--- config.mk ---
export PLATFORM = sky130hd
export DESIGN_NAME = load_data_extender
export DESIGN_NICKNAME = d
export VERILOG_FILES = /design/src/rtl/load_data_extender_pkg.sv /design/src/rtl/load_lane_merge.sv /design/src/rtl/load_data_extender.sv
export SDC_FILE = /design/constraint.sdc
export NUM_CORES = 1
export LEC_CHECK = 0
export BUFFER_PORTS_ARGS = -buffer_cell sky130_fd_sc_hd__buf_4
export CORE_MARGIN = 10
export CORE_UTILIZATION = 55
export CTS_CLUSTER_DIAMETER = 200
export DETAILED_ROUTE_END_ITERATION = 10
export HOLD_SLACK_MARGIN = 0.03
export PLACE_DENSITY = 0.88
export SLEW_MARGIN = 15
export SYNTH_ARGS = -nofsm -noshare
export SYNTH_HDL_FRONTEND = slang
export SYNTH_SLANG_ARGS = --single-unit
--- constraint.sdc ---
create_clock -name clk -period 4.65 [get_ports clk]
set_input_delay 1.395 -clock clk [delete_from_list [all_inputs] [get_ports clk]]
set_output_delay 1.395 -clock clk [all_outputs]
set_load 0.05 [all_outputs]
--- src/rtl/load_data_extender_pkg.sv ---
// Shared opcode constants and load-unit state type for the MIPS datapath.
package load_data_extender_pkg;

  // ALU / immediate opcodes
  localparam logic [5:0] OPCODE_ADDI  = 6'h08;
  localparam logic [5:0] OPCODE_ADDIU = 6'h09;
  localparam logic [5:0] OPCODE_SLTI  = 6'h0A;
  localparam logic [5:0] OPCODE_SLTIU = 6'h0B;
  localparam logic [5:0] OPCODE_ANDI  = 6'h0C;
  localparam logic [5:0] OPCODE_ORI   = 6'h0D;
  localparam logic [5:0] OPCODE_XORI  = 6'h0E;
  localparam logic [5:0] OPCODE_LUI   = 6'h0F;

  // Load opcodes
  localparam logic [5:0] OPCODE_LB  = 6'h20;
  localparam logic [5:0] OPCODE_LH  = 6'h21;
  localparam logic [5:0] OPCODE_LWL = 6'h22;
  localparam logic [5:0] OPCODE_LW  = 6'h23;
  localparam logic [5:0] OPCODE_LBU = 6'h24;
  localparam logic [5:0] OPCODE_LHU = 6'h25;
  localparam logic [5:0] OPCODE_LWR = 6'h26;

  typedef enum logic [1:0] {
    LOAD_IDLE     = 2'd0,
    LOAD_WAIT_MEM = 2'd1,
    LOAD_DONE     = 2'd2
  } load_state_t;

  function automatic logic is_load(input logic [5:0] op);
    return (op == OPCODE_LB)  || (op == OPCODE_LBU) || (op == OPCODE_LH) ||
           (op == OPCODE_LHU) || (op == OPCODE_LW)  || (op == OPCODE_LWL) ||
           (op == OPCODE_LWR);
  endfunction

  function automatic logic is_misaligned(input logic [5:0] op, input logic [1:0] off);
    return (((op == OPCODE_LH) || (op == OPCODE_LHU)) && off[0]) ||
           ((op == OPCODE_LW) && (off != 2'b00));
  endfunction

endpackage

--- src/rtl/load_lane_merge.sv ---
// Combinational lane extraction, sign/zero extension and LWL/LWR merge.
module load_lane_merge
  import load_data_extender_pkg::*;
(
  input  logic [5:0]  opcode,
  input  logic [1:0]  eo,
  input  logic [31:0] readdata,
  input  logic [31:0] rt_old,
  output logic [31:0] value
);

  logic [7:0]  lane_b;
  logic [15:0] lane_h;

  always_comb begin
    lane_b = readdata[{eo, 3'b000} +: 8];
    lane_h = readdata[{eo[1], 4'b0000} +: 16];
    value  = readdata;
    case (opcode)
      OPCODE_LB:  value = {{24{lane_b[7]}}, lane_b};
      OPCODE_LBU: value = {24'h000000, lane_b};
      OPCODE_LH:  value = {{16{lane_h[15]}}, lane_h};
      OPCODE_LHU: value = {16'h0000, lane_h};
      // LWL fills from the top down, LWR from the bottom up; rt keeps the rest
      OPCODE_LWL: begin
        case (eo)
          2'd0:    value = {readdata[7:0],  rt_old[23:0]};
          2'd1:    value = {readdata[15:0], rt_old[15:0]};
          2'd2:    value = {readdata[23:0], rt_old[7:0]};
          default: value = readdata;
        endcase
      end
      OPCODE_LWR: begin
        case (eo)
          2'd0:    value = readdata;
          2'd1:    value = {rt_old[31:24], readdata[31:8]};
          2'd2:    value = {rt_old[31:16], readdata[31:16]};
          default: value = {rt_old[31:8],  readdata[31:24]};
        endcase
      end
      default:    value = readdata;
    endcase
  end

endmodule

--- src/rtl/load_data_extender.sv ---
// Multicycle load-data extender: captures a load, waits on memory, then
// returns the extended or merged value with a one-cycle done pulse.
module load_data_extender
  import load_data_extender_pkg::*;
#(
  parameter logic LITTLE_ENDIAN = 1'b1
) (
  input  logic        clk,
  input  logic        reset,
  input  logic        start,
  input  logic [5:0]  opcode,
  input  logic [1:0]  byte_offset,
  input  logic [31:0] rt_old,
  input  logic [31:0] readdata,
  input  logic        waitrequest,
  output logic        busy,
  output logic        done,
  output logic [31:0] result,
  output logic        addr_error
);

  load_state_t state;
  logic [5:0]  op_q;
  logic [1:0]  eo_q;
  logic [31:0] rt_q;
  logic [31:0] merged;

  load_lane_merge u_merge (
    .opcode   (op_q),
    .eo       (eo_q),
    .readdata (readdata),
    .rt_old   (rt_q),
    .value    (merged)
  );

  assign busy = (state != LOAD_IDLE);
  assign done = (state == LOAD_DONE);

  always_ff @(posedge clk) begin
    if (reset) begin
      state      <= LOAD_IDLE;
      result     <= 32'h0;
      addr_error <= 1'b0;
    end else begin
      case (state)
        LOAD_IDLE: begin
          if (start && is_load(opcode)) begin
            op_q <= opcode;
            // big-endian memory reverses byte numbering within the word
            eo_q <= byte_offset ^ {2{~LITTLE_ENDIAN}};
            rt_q <= rt_old;
            if (is_misaligned(opcode, byte_offset)) begin
              result     <= rt_old;
              addr_error <= 1'b1;
              state      <= LOAD_DONE;
            end else begin
              state <= LOAD_WAIT_MEM;
            end
          end
        end
        LOAD_WAIT_MEM: begin
          if (!waitrequest) begin
            result     <= merged;
            addr_error <= 1'b0;
            state      <= LOAD_DONE;
          end
        end
        LOAD_DONE: state <= LOAD_IDLE;
        default:   state <= LOAD_IDLE;
      endcase
    end
  end

endmodule

==> flow_summary.yaml <==
status:
  status: "finished clean"
sta:
  period_needed_ns: 2.964
  hold_viol: 0
  clock_skew_ns: 0.01081
  max_freq_mhz: 337.3
  tightestPinTransition_ns: 1.216
  slew_viol_final: 0
  rsz0062_at_grt: "no"
  min_period_over_period_pct: 63.75
  setup_tns_ns: 0
  setup_violations: 0
  relSlewSlack_pct: 18.93
pwr:
  ir_worst_vdd_mv: 0.1515
  leakagePower_nw: 2.197
  powerDensity_nw_per_um2: 242.1
place:
  io_buffers: 110
  place_congestion: 0.9200
  hpwl_mm: 11.24
yosys:
  synthAdderAreaFrac_pct: 0
  postSynthAreaPerCell_um2: 10.22
  async_flop_share_pct: 0
  yosys-top-cells-area: "edfxtp_1 25%, dfxtp_1 15%, mux2i_1 9.8%, mux2_2 6.8%, o22ai_1 3.8%"
  yosys.area.top_type: "edfxtp_1"
  synth_ff_type: "edfxtp_1"
  synth-edff-count: 40
  synth-compound-area-share_pct: 25.04
  syn_inst: 472
  synth_top_area_share_pct: 24.91
  synth_top_family_by_area: "compound AO/OA/AOI/OAI gates"
  yosys_warnings: 0
  synth.mux.area_fraction_pct: 17.77
  synth_nets: 548
  synthXorXnorAreaFrac_pct: 0
  ys_types: 57
  synth_area_um2: 4822
  synth_simple_gate_area_share_pct: 11.91
  ys_ff_latch: 75
  synth_seq_area_share_pct: 39.44
critical_path:
  crit_top_cell: "buf_4"
  r2r_start: "eo_q[1]$_DFFE_PP_"
  arrival_ns: 3.26
  r2r_slack_ns: 1.81
  worstSetupEndpoint: "result[22]$_SDFFE_PP0P_"
  r2r-end: "result[1]$_SDFFE_PP0P_"
  crit_chain: "buf_4 > a21o_1 > nand4_1 > buf_4 > a21oi_1 > nor2_1 > a221o_1"
  start_kind: "input pin"
  end_kind: "flip-flop"
  rr_worst_depth: 6
  required_ns: 4.95
  max_stage_delay_ns: 0.64
  crit_path_start: "byte_offset[1]"
  crit_fanout: 31
  cp_slowest_cell: "nor2_1"
  critPathKind: "input pin to flip-flop"
grt:
  antenna_found_initial: 0
  grt_overflow_total: 0
  grt_pass1_vias: 4760
  track_usage_pct: 23.94
  grt_pass1_wl_mm: 25.19
  grt_max_degree: 41
layout:
  final_cell_mix: "118 x buf_4, 47 x mux2i_1, 40 x edfxtp_1"
  final_common_cell: "buf_4"
  area_growth_pct: 20.11
  nets: 636
  layout-drive-gt1-share_pct: 31.33
  insertedDiodeCount: 0
  final_util_pct: 67.07
flow_run:
  cap_violations: 0
die:
  fp.dieH_um: 113.6
  die_w_um: 113.6
  fp-row-count: 34
  die_area_um2: 12910
  design.portCount: 111
  core-area_um2: 8636
  start_util_pct: 55.84
hold_path:
  hold_class: "flip-flop to flip-flop"
clock_tree:
  clk_latency_ns: 0.36
  clock-sinks: 75
  path_clk_slew_ns: 0.08
  clockBufferDepth: 2
  post_cts_buffers: 0
  postCtsHoldBufs: 0
  cts_root_buf: "clkbuf_8"
  cts_tree: "yes"
  cts_resized: 0
  numCtsBuffers: 9
  htreeDepth: 3
route:
  vias_per_cell: 6.862
  drtPass1Iterations: 5
  vias: 4618
  drcViolationCount: 0
  wirelength_mm: 16.00
  drt.antenna.violating_nets: 0
  detail_route.iter0.violations: 475
  detail_route.wl_per_cell_um: 23.78
-- final cells by class --
type	instances	area, um2
fill	692	2844
multi-input combinational	346	2646
sequential	75	1902
timing repair buffer	118	885.9
tap	108	135.1
clock buffer	11	131.4
clock inverter	5	53.80
inverter	10	37.54
-- state kept, by name (all words and copies together) (netlist names) --
register and count:
state 2, result 32, addr_error 1, eo_q 2, op_q 6, rt_q 32
-- power breakdown --
group	switching (mW)	internal [mW]	total, mW
Clock	0.251	0.246	0.497
Combinational	0.105	0.0861	0.191
Sequential	0.00754	0.706	0.714
Total	0.364	1.04	1.40
-- metal layers --
layer | wire length (um) | vias up | track usage [%] | part of all wire [%]
li1 | - | 2035 | - | -
met1 | 5948 | 2192 | 28.73 | 37
met2 | 7836 | 336 | 39.52 | 49
met3 | 1714 | 55 | 6.457 | 11
met4 | 503 | 0 | 10.07 | 3.1
met5 | 0 | - | 0 | 0
-- cell usage after synthesis, types with 12 or more instances --
cell	n
buf_2	15
a31oi_1	14
o31ai_1	13
o22ai_1	29
a211oi_1	20
nor3b_1	14
clkbuf_1	13
mux2_2	29
nand2_1	20
nor2_1	21
mux2i_1	47
edfxtp_1	40
nand2b_1	12
o21ai_0	27
dfxtp_1	35
-- through the flow --
| stage | power (mW) | instances | hold WS, ns | setup slack [ns] | instance area (um2) |
|---|---|---|---|---|---|
| after floorplan | 0.8177 | 472 | 0.5775 | 0.4143 | 4822 |
| after global placement | 0.9101 | 657 | 0.4504 | 1.498 | 5607 |
| after detailed placement | 0.9159 | 657 | 0.4736 | 1.424 | 5607 |
| after CTS | 1.397 | 673 | 0.4929 | 1.770 | 5792 |
| after global routing | 1.442 | 673 | 0.5079 | 1.572 | 5792 |
| final | 1.402 | 673 | 0.4978 | 1.686 | 5792 |
-- cells by family (layout without fill, tap and decap cells) --
kind of cell / count (synthesis) / after routing
AND/OR/NAND/NOR: 100 / 100
AO/OA/AOI/OAI: 167 / 167
buffers and inverters: 51 / 144
flip-flops: 75 / 75
multiplexers: 79 / 79
-- worst min-delay path by stage --
stage | from | to | slack (ns) | cells after the start
global route | result[2]$_SDFFE_PP0P_ | result[2]$_SDFFE_PP0P_ | 0.51 | 1
floorplan | rt_q[6]$_DFFE_PP_ | result[6]$_SDFFE_PP0P_ | 0.58 | 3
global placement | addr_error$_SDFFE_PP0P_ | addr_error$_SDFFE_PP0P_ | 0.45 | 2
CTS | addr_error$_SDFFE_PP0P_ | addr_error$_SDFFE_PP0P_ | 0.49 | 2
finish | result[2]$_SDFFE_PP0P_ | result[2]$_SDFFE_PP0P_ | 0.50 | 1
detailed placement | result[2]$_SDFFE_PP0P_ | result[2]$_SDFFE_PP0P_ | 0.47 | 1
-- critical path: cells and delay by family --
kind / cells / cell delay, ns
AOI/OAI and AO/OA: 3 / 0.66
buffers and inverters: 2 / 0.45
and+or+nand+nor: 2 / 0.74
No activity file was read; power rests on OpenSTA's default activity.
